==> config.mk <==
export PLATFORM = sky130hd
export DESIGN_NAME = vc_input_buffer_flat
export DESIGN_NICKNAME = d
export VERILOG_FILES = /design/src/rtl/vc_input_buffer_if.sv /design/src/rtl/vc_input_buffer.sv /design/src/flat_wrapper.sv
export SDC_FILE = /design/constraint.sdc
export NUM_CORES = 1
export LEC_CHECK = 0
export ABC_AREA = 1
export CAP_MARGIN = 15
export CORE_UTILIZATION = 60
export CTS_CLUSTER_SIZE = 24
export DETAILED_ROUTE_END_ITERATION = 7
export PLACE_DENSITY = 0.78
export SLEW_MARGIN = 10
export SYNTH_ARGS = -nofsm -noshare
export SYNTH_HDL_FRONTEND = slang
export SYNTH_SLANG_ARGS = --single-unit
==> constraint.sdc <==
create_clock -name clk -period 8.2 [get_ports clk]
set_clock_uncertainty 0.05 [all_clocks]
set_input_delay 2.05 -clock clk [delete_from_list [all_inputs] [get_ports clk]]
set_output_delay 2.05 -clock clk [all_outputs]
set_load 0.02 [all_outputs]
==> src/rtl/vc_input_buffer_if.sv <==
// Flit type shared by the NoC, and the bundle of signals between the link
// receiver side and the per-port VC input buffer.
package params_noc;
    typedef struct packed {
        logic [1:0]  flit_type;
        logic [3:0]  x_Dest;
        logic [3:0]  y_Dest;
        logic [21:0] payload;
    } flit_Data_noVC;
endpackage

interface vc_input_buffer_if #(
    parameter int VC_NUM      = 2,
    parameter int BUFFER_SIZE = 8
);
    import params_noc::*;

    localparam int VCW = (VC_NUM > 1) ? $clog2(VC_NUM) : 1;
    localparam int CW  = $clog2(BUFFER_SIZE) + 1;

    logic                 write_i;
    logic [VCW-1:0]       write_vc_i;
    flit_Data_noVC        data_i;
    logic                 read_i;
    logic [VCW-1:0]       read_vc_i;
    flit_Data_noVC        data_o;
    logic [VC_NUM-1:0]    empty_o;
    logic [VC_NUM-1:0]    full_o;
    logic [VC_NUM-1:0]    on_off_o;
    logic [VC_NUM*CW-1:0] count_o;
    logic                 wr_err_o;
    logic                 rd_err_o;

    modport master (
        output write_i, write_vc_i, data_i, read_i, read_vc_i,
        input  data_o, empty_o, full_o, on_off_o, count_o, wr_err_o, rd_err_o
    );

    modport slave (
        input  write_i, write_vc_i, data_i, read_i, read_vc_i,
        output data_o, empty_o, full_o, on_off_o, count_o, wr_err_o, rd_err_o
    );
endinterface

==> src/rtl/vc_input_buffer.sv <==
// Per-port NoC input buffer: VC_NUM circular flit FIFOs with first-word
// fall-through read, per-VC occupancy, error pulses and hysteretic on/off.
module vc_input_buffer
    import params_noc::*;
#(
    parameter int VC_NUM      = 2,
    parameter int BUFFER_SIZE = 8,
    parameter int OFF_THRESH  = 6,
    parameter int ON_THRESH   = 2
) (
    input  logic             clk,
    input  logic             rst_n,
    vc_input_buffer_if.slave bus
);
    localparam int VCW = (VC_NUM > 1) ? $clog2(VC_NUM) : 1;
    localparam int PW  = $clog2(BUFFER_SIZE);
    localparam int CW  = PW + 1;
    localparam logic [VCW:0]  VC_LIMIT = (VCW + 1)'(VC_NUM);
    localparam logic [CW-1:0] FULL_CNT = CW'(BUFFER_SIZE);
    localparam logic [CW-1:0] OFF_CNT  = CW'(OFF_THRESH);
    localparam logic [CW-1:0] ON_CNT   = CW'(ON_THRESH);

    flit_Data_noVC     mem_r       [VC_NUM][BUFFER_SIZE];
    logic [PW-1:0]     wr_ptr_r    [VC_NUM];
    logic [PW-1:0]     rd_ptr_r    [VC_NUM];
    logic [CW-1:0]     count_r     [VC_NUM];
    logic [CW-1:0]     count_nxt_s [VC_NUM];
    logic [VC_NUM-1:0] on_off_r;
    logic [VC_NUM-1:0] on_off_nxt_s;
    logic [VC_NUM-1:0] wr_en_s;
    logic [VC_NUM-1:0] rd_en_s;
    logic [VC_NUM-1:0] empty_s;
    logic [VC_NUM-1:0] full_s;
    logic              wr_vc_ok_s;
    logic              rd_vc_ok_s;
    logic              wr_err_nxt_s;
    logic              rd_err_nxt_s;
    logic              wr_err_r;
    logic              rd_err_r;
    flit_Data_noVC     data_s;

    assign wr_vc_ok_s = ({1'b0, bus.write_vc_i} < VC_LIMIT);
    assign rd_vc_ok_s = ({1'b0, bus.read_vc_i} < VC_LIMIT);

    // Flags from registered occupancy, plus legality of this cycle's operations.
    always_comb begin
        empty_s      = '0;
        full_s       = '0;
        wr_en_s      = '0;
        rd_en_s      = '0;
        wr_err_nxt_s = 1'b0;
        rd_err_nxt_s = 1'b0;
        for (int v = 0; v < VC_NUM; v++) begin
            empty_s[v] = (count_r[v] == '0);
            full_s[v]  = (count_r[v] == FULL_CNT);
            wr_en_s[v] = bus.write_i && wr_vc_ok_s && (bus.write_vc_i == VCW'(v)) && !full_s[v];
            rd_en_s[v] = bus.read_i && rd_vc_ok_s && (bus.read_vc_i == VCW'(v)) && !empty_s[v];
            // Errors only for in-range VCs; out-of-range requests are silent no-ops.
            if (bus.write_i && wr_vc_ok_s && (bus.write_vc_i == VCW'(v)) && full_s[v]) begin
                wr_err_nxt_s = 1'b1;
            end else begin
                wr_err_nxt_s = wr_err_nxt_s;
            end
            if (bus.read_i && rd_vc_ok_s && (bus.read_vc_i == VCW'(v)) && empty_s[v]) begin
                rd_err_nxt_s = 1'b1;
            end else begin
                rd_err_nxt_s = rd_err_nxt_s;
            end
        end
    end

    // Next occupancy and hysteretic flow-control decision per VC.
    always_comb begin
        on_off_nxt_s = on_off_r;
        for (int v = 0; v < VC_NUM; v++) begin
            case ({wr_en_s[v], rd_en_s[v]})
                2'b10:   count_nxt_s[v] = count_r[v] + CW'(1);
                2'b01:   count_nxt_s[v] = count_r[v] - CW'(1);
                default: count_nxt_s[v] = count_r[v];
            endcase
            if (on_off_r[v] && (count_nxt_s[v] >= OFF_CNT)) begin
                on_off_nxt_s[v] = 1'b0;
            end else if (!on_off_r[v] && (count_nxt_s[v] <= ON_CNT)) begin
                on_off_nxt_s[v] = 1'b1;
            end else begin
                on_off_nxt_s[v] = on_off_r[v];
            end
        end
    end

    // Pointer, occupancy, flow-control and error-pulse registers.
    always_ff @(posedge clk or negedge rst_n) begin
        if (!rst_n) begin
            for (int v = 0; v < VC_NUM; v++) begin
                wr_ptr_r[v] <= '0;
                rd_ptr_r[v] <= '0;
                count_r[v]  <= '0;
            end
            on_off_r <= '1;
            wr_err_r <= 1'b0;
            rd_err_r <= 1'b0;
        end else begin
            for (int v = 0; v < VC_NUM; v++) begin
                if (wr_en_s[v]) wr_ptr_r[v] <= wr_ptr_r[v] + PW'(1);
                if (rd_en_s[v]) rd_ptr_r[v] <= rd_ptr_r[v] + PW'(1);
                count_r[v] <= count_nxt_s[v];
            end
            on_off_r <= on_off_nxt_s;
            wr_err_r <= wr_err_nxt_s;
            rd_err_r <= rd_err_nxt_s;
        end
    end

    // Flit storage; contents are meaningless until written, so no reset.
    always_ff @(posedge clk) begin
        for (int v = 0; v < VC_NUM; v++) begin
            if (wr_en_s[v]) mem_r[v][wr_ptr_r[v]] <= bus.data_i;
        end
    end

    // Fall-through head of the selected VC.
    always_comb begin
        data_s = '0;
        if (rd_vc_ok_s) begin
            data_s = mem_r[bus.read_vc_i][rd_ptr_r[bus.read_vc_i]];
        end else begin
            data_s = '0;
        end
    end

    // Pack per-VC occupancy onto the shared count bus.
    always_comb begin
        bus.count_o = '0;
        for (int v = 0; v < VC_NUM; v++) begin
            bus.count_o[v*CW +: CW] = count_r[v];
        end
    end

    assign bus.data_o   = data_s;
    assign bus.empty_o  = empty_s;
    assign bus.full_o   = full_s;
    assign bus.on_off_o = on_off_r;
    assign bus.wr_err_o = wr_err_r;
    assign bus.rd_err_o = rd_err_r;

endmodule

==> src/flat_wrapper.sv <==
// flat-port wrapper written by rule: the top's interface ports become plain ports
module vc_input_buffer_flat import params_noc::*;
#(
    parameter int VC_NUM      = 2,
    parameter int BUFFER_SIZE = 8,
    parameter int OFF_THRESH  = 6,
    parameter int ON_THRESH   = 2
)
  (clk, rst_n, bus_write_i, bus_write_vc_i, bus_data_i, bus_read_i, bus_read_vc_i, bus_data_o, bus_empty_o, bus_full_o, bus_on_off_o, bus_count_o, bus_wr_err_o, bus_rd_err_o);
  vc_input_buffer_if #(.VC_NUM(VC_NUM), .BUFFER_SIZE(BUFFER_SIZE)) bus_i ();
  input  logic clk;
  input  logic rst_n;
  input wire logic [$bits(bus_i.write_i)-1:0] bus_write_i;
  input wire logic [$bits(bus_i.write_vc_i)-1:0] bus_write_vc_i;
  input wire logic [$bits(bus_i.data_i)-1:0] bus_data_i;
  input wire logic [$bits(bus_i.read_i)-1:0] bus_read_i;
  input wire logic [$bits(bus_i.read_vc_i)-1:0] bus_read_vc_i;
  output wire logic [$bits(bus_i.data_o)-1:0] bus_data_o;
  output wire logic [$bits(bus_i.empty_o)-1:0] bus_empty_o;
  output wire logic [$bits(bus_i.full_o)-1:0] bus_full_o;
  output wire logic [$bits(bus_i.on_off_o)-1:0] bus_on_off_o;
  output wire logic [$bits(bus_i.count_o)-1:0] bus_count_o;
  output wire logic [$bits(bus_i.wr_err_o)-1:0] bus_wr_err_o;
  output wire logic [$bits(bus_i.rd_err_o)-1:0] bus_rd_err_o;
  assign bus_i.write_i = bus_write_i;
  assign bus_i.write_vc_i = bus_write_vc_i;
  assign bus_i.data_i = bus_data_i;
  assign bus_i.read_i = bus_read_i;
  assign bus_i.read_vc_i = bus_read_vc_i;
  assign bus_data_o = bus_i.data_o;
  assign bus_empty_o = bus_i.empty_o;
  assign bus_full_o = bus_i.full_o;
  assign bus_on_off_o = bus_i.on_off_o;
  assign bus_count_o = bus_i.count_o;
  assign bus_wr_err_o = bus_i.wr_err_o;
  assign bus_rd_err_o = bus_i.rd_err_o;
  vc_input_buffer #(.VC_NUM(VC_NUM), .BUFFER_SIZE(BUFFER_SIZE), .OFF_THRESH(OFF_THRESH), .ON_THRESH(ON_THRESH)) u_core (.clk(clk), .rst_n(rst_n), .bus(bus_i));
endmodule
======== Word level (Yosys, flattened, before mapping) ========
Memories as Yosys holds them, arrays and structs flattened.
Cells that the tools add are included.
cells by class
  add/sub/neg operators ................... 8
  bitwise logic cells ..................... 6
  muxes and demuxes ....................... 27
  magnitude comparators ................... 10
  reduce and logical (&&, ||, !) cells .... 29
  eq/ne operators ......................... 6
operator list
  operator                                                                          number
  256-bit two-way mux                                                               4
  256-bit OR reduction                                                              1
  32-bit demux with 3-bit select                                                    2
  32-bit two-way mux                                                                4
  32-bit binary-select mux with 3-bit select                                        1
  1-bit logical AND                                                                 18
  4-bit case mux with 2 select lines                                                2
  3-bit by 1-bit adder with 3-bit output, second input constant                     4
  4-bit >= comparator, second input constant                                        3
  3-bit inverter with 4-bit output                                                  3
  1-bit two-way mux                                                                 11
  3-bit two-way mux                                                                 3
  4-bit by 1-bit adder with 4-bit output, second input constant                     2
  4-bit equality test, second input constant                                        2
  4-bit by 3-bit >= comparator with 1-bit output, second input constant             2
  4-bit by 2-bit less-or-equal comparator with 1-bit output, second input constant  2
  4-bit zero test                                                                   2
  4-bit by 1-bit less-than comparator with 1-bit output, second input constant      2
  4-bit by 1-bit subtractor with 4-bit output, second input constant                2
  1-bit zero test                                                                   6
  2-bit by 1-bit equality test with 1-bit output, second input constant             2
  2-bit equality test, second input constant                                        2
  2-bit nonzero test                                                                2
  2-bit >= comparator, second input constant                                        1
  2 further kinds                                                                   3
word-level totals
  memories ................................ 1
  bits of input ports ..................... 38
  RAM bits ................................ 512
  output and inout bits ................... 48
  flip-flop bits (word level) ............. 24
memory list
  memory        depth  bits a word  read ports  clocked after Yosys merged registers in  write ports  RTL line               text
  u_core.mem_r  2      256          1           0                                        1            vc_input_buffer.sv:23  flit_Data_noVC mem_r [VC_NUM][BUFFER_SIZE];

======== Longest topological paths before layout ========
  depth after elaboration ................. 9
  mapped depth ............................ 16
  gate-level depth less buffers ........... 16

======== Worst setup path before layout ========
Ideal clock, no wire load.
  path kind ............................... input to output
  start ................................... input port bus_read_vc_i
  end ..................................... output port bus_data_o[31]
  stages .................................. 10
  arrival ................................. 3413 ps
  setup slack ............................. 2687 ps
  cell sequence ........................... buf_6 -> inv_2 -> or2_1 -> o21ai_2 -> inv_2 -> buf_2 -> buf_2 -> nand3_1 -> nand3_1 -> a32oi_1
on the way
  cells in the longest elaborated chain, start to end .. 8
RTL lines
  what                                                        RTL line                text
  from (decl)                                                 flat_wrapper.sv:17      input wire logic [$bits(bus_i.read_vc_i)-1:0] bus_read_vc_i;
  1-bit inverter with 2-bit output (implied by the code)      vc_input_buffer.sv:125  data_s = mem_r[bus.read_vc_i][rd_ptr_r[bus.read_vc_i]];
  3-bit two-way mux (implied by the code) (3 in series)       vc_input_buffer.sv:125
  3-bit inverter with 4-bit output (implied by the code)      vc_input_buffer.sv:125
  32-bit binary-select mux with 3-bit select (*)              vc_input_buffer.sv:125
  32-bit two-way mux (implied by the code) (*) (2 in series)  vc_input_buffer.sv:125
  to (decl)                                                   flat_wrapper.sv:18      output wire logic [$bits(bus_i.data_o)-1:0] bus_data_o;
Mark *: on every way between the ends. The rest lies on a longest branch, timed or not. The select of a mux whose other input is x is not followed.

======== Final worst setup path ========
  start ................................... input port bus_read_vc_i
  end ..................................... output port bus_data_o[8]
The elaborated chain is that of the path after synthesis.

==> results.md <==
* Status: finished, final reports clean
* Relative slew slack at 0.349
* Maximum clock insertion buffer count at 3
* Async SR Flop Fraction at 0.0448
* Layout area overhead at 14.2%
* Min-Delay Endpoint: u_core.rd_ptr_r[2]$_DFFE_PN0P_
* Clk_lat worst skew at 0.57 ns
* Count leader, synth: nand2_1
* Worst path arrival time at 4.98 ns
* Min-delay src: u_core.rd_ptr_r[2]$_DFFE_PN0P_
* Worst vdd ir at 0.282 mV
* Syn_area_per_cell at 12.3 um2
* Post-Syn Area at 21500 um2
* Post-place instance area at 22900 um2
* Largest net degree at the start of global routing at 204
* Number of antenna violations at the first check in global routing at 1
* TritonCTS Buffers at 51
* Htree depth at 2
* Layout cells sized above 1 at 0.0718
* Fmax achieved at 141 MHz
* Main area contributors after synthesis: edfxtp_1 (72%), nand2_1 (10%), nand3_1 (8.5%)
* First-pass GRT wire length at 75000 um
* Seq/Total Area, Yosys at 0.743
* Leakage at 0.00871 uW
* Final hold violations at 0
* Initial Util at 0.616
* Synthesized instance count at 1754
* CP Launch Type: input port
* TritonCTS Sinks at 536
* CTS tree: done
* Unrepaired setup endpoints after global routing: false
* Total track usage at 0.272
* Final GP Congestion at 0.751
* Reg2Reg Depth at 6
* Crit path max fanout at 74
* Pwr dens at 313 nW/um2
* Worst r2r dst: u_core.mem_r[1][230]$_DFFE_PP_
* Top_reg_cell synth: edfxtp_1
* Die span in x at 191 um
* Yosys warning count at 0
* #FFs+latches synth at 536
* Post-synth top cells: nand2_1 (579), edfxtp_1 (512), nand3_1 (367), clkbuf_1 (61), buf_2 (37)
* Hold path depth at 1
* Clock Tree Root: clkbuf_16
* 1st-iter DRT viols at 1673
* Vias in the first global route at 13.6k
* Detail Route Antenna Nets at 0
* # hold bufs at CTS at 0
* Remaining routing DRC violations at 0
* HPWL Detailed at 23400 um
* CP Class: input port to output pin
* Post-Route Setup TNS at 0 ns
* R2R setup slack at 5.44 ns
* Critical R2R Launch: u_core.bus.count_o[4]$_DFF_PN0_
* Core area at 34900 um2
* DR pass1 iterations at 5
* Syn Nets at 1800
* CP Capture Type: output pin
* Final count of negative-setup-slack endpoints at 0
* Slew Limit Fails at 0
* WL final at 48500 um
* Area leader, netlist: edfxtp_1
* Die area at 36600 um2
* Antenna diodes at 0
* Die Height at 191 um
* Via Count at 14.1k
* WP data required at 6.10 ns
* Worst Hold Class: flip-flop to flip-flop
* Reg clk slew, reported paths at 0.06 ns
* Remaining Overflow, GRT at 0
* Top cell type's share of synthesized area at 0.715
* Filler cells at 2319
* EDFF count, synth at 512
* Post-layout min period at 7.08 ns
* Crit share post-route at 0.863
* # IOs at 86
* Max-Cap Viols at 0
* Vias per inst at 6.11
* Worst Tran Pin Value at 0.976 ns
* Drt wl/cell at 21.0 um
* Final nets at 1864
* Cell variety after synth at 29
* Port Buffers at 85
* Floorplan row count at 68
* Design area at 24500 um2
* Post-CTS setup buffers at 0
* Post_cts resized at 0
==> state kept, by name, indices dropped and copies added (netlist names) <==
name	count
u_core.mem_r	512
u_core.wr_ptr_r	6
u_core.rd_ptr_r	6
u_core.bus.rd_err_o	1
u_core.bus.wr_err_o	1
u_core.bus.count_o	8
u_core.bus.on_off_o	2
==> stage by stage <==
step / instances / hold slack [ns] / power (uW) / utilization / setup slack, ns
CTS: 2307 / 0.430 / 7690 / 0.703 / 1.16
global placement: 2219 / 0.414 / 5330 / 0.656 / 1.18
floorplan: 1754 / 0.395 / 4560 / - / 2.69
finish: 2308 / 0.439 / 7680 / 0.704 / 1.12
detailed placement: 2219 / 0.422 / 5380 / 0.656 / 1.17
global route: 2308 / 0.460 / 7990 / 0.704 / 0.955
==> worst max-delay path, cell delays in order <==
cell and delay, ns:
clkbuf_8 0.28, inv_6 0.15, or2_1 0.15, o21ai_4 0.09, inv_4 0.67, buf_4 0.53, nand3_1 0.14, a31oi_1 0.18
a32oi_1 0.10, clkdlybuf4s50_1 0.59
==> placed cells by master (no fill, tap or decap), drive strengths merged <==
master / netlist / layout
nand2: 580 / 580
dfstp: 2 / 2
clkinvlp: 0 / 1
and2: 1 / 1
clkbuf: 61 / 64
a21oi: 4 / 4
inv: 35 / 38
buf: 43 / 31
dfrtp: 22 / 22
xor2: 4 / 4
clkdlybuf4s50: 0 / 83
edfxtp: 512 / 512
nand3: 367 / 367
clkinv: 0 / 14
a32oi: 32 / 32
bufinv: 0 / 7
nor2: 29 / 29
ha: 8 / 8
xnor2: 6 / 6
o21ai: 10 / 10
o22ai: 2 / 2
a31oi: 32 / 32
or2: 3 / 3
mux2: 1 / 1
==> cell families (layout without fill, tap and decap cells) <==
family,after synthesis,count (layout),share of synthesized area
buffers and inverters,139,238,0.0268
muxes,1,1,0.000524
and+or+nand+nor,980,980,0.193
DFF,536,536,0.743
AOI/OAI and AO/OA,80,80,0.0274
xor gates and xnor gates,10,10,0.00407
adders and majority gates,8,8,0.00466
==> power breakdown <==
group	switching [uW]	total, uW	internal (uW)
sequential	95.9	3340	3240
combinational	1340	2010	676
clock	962	2330	1370
==> layout make-up <==
class	instances	area, um2	share of cell area
Multi-Input combinational cell	1079	5090	0.207
Inverter	35	139	0.00566
Clock inverter	25	309	0.0126
Sequential cell	536	16000	0.651
Timing Repair Buffer	115	1130	0.0461
Clock buffer	63	1330	0.0542
Tap cell	455	569	0.0232
==> worst max path at each step <==
stage | start | end | slack [ns] | depth (start not counted)
2_1_floorplan | bus_read_vc_i | bus_data_o[31] | 2.69 | 10
3_3_place_gp | bus_read_vc_i | bus_data_o[3] | 1.18 | 10
3_5_place_dp | bus_read_vc_i | bus_data_o[3] | 1.17 | 10
4_1_cts | bus_read_vc_i | bus_data_o[3] | 1.16 | 10
5_1_grt | bus_read_vc_i | bus_data_o[8] | 0.96 | 10
6_report | bus_read_vc_i | bus_data_o[8] | 1.12 | 10
==> routing by layer <==
metal	global-route usage	wire [um]	up-vias
li1	-	-	6393
met1	0.385	19800	6818
met2	0.422	22900	768
met3	0.0505	4450	128
met4	0.107	1430	0
met5	0	0	-
Power figures use the tool's default switching activity.
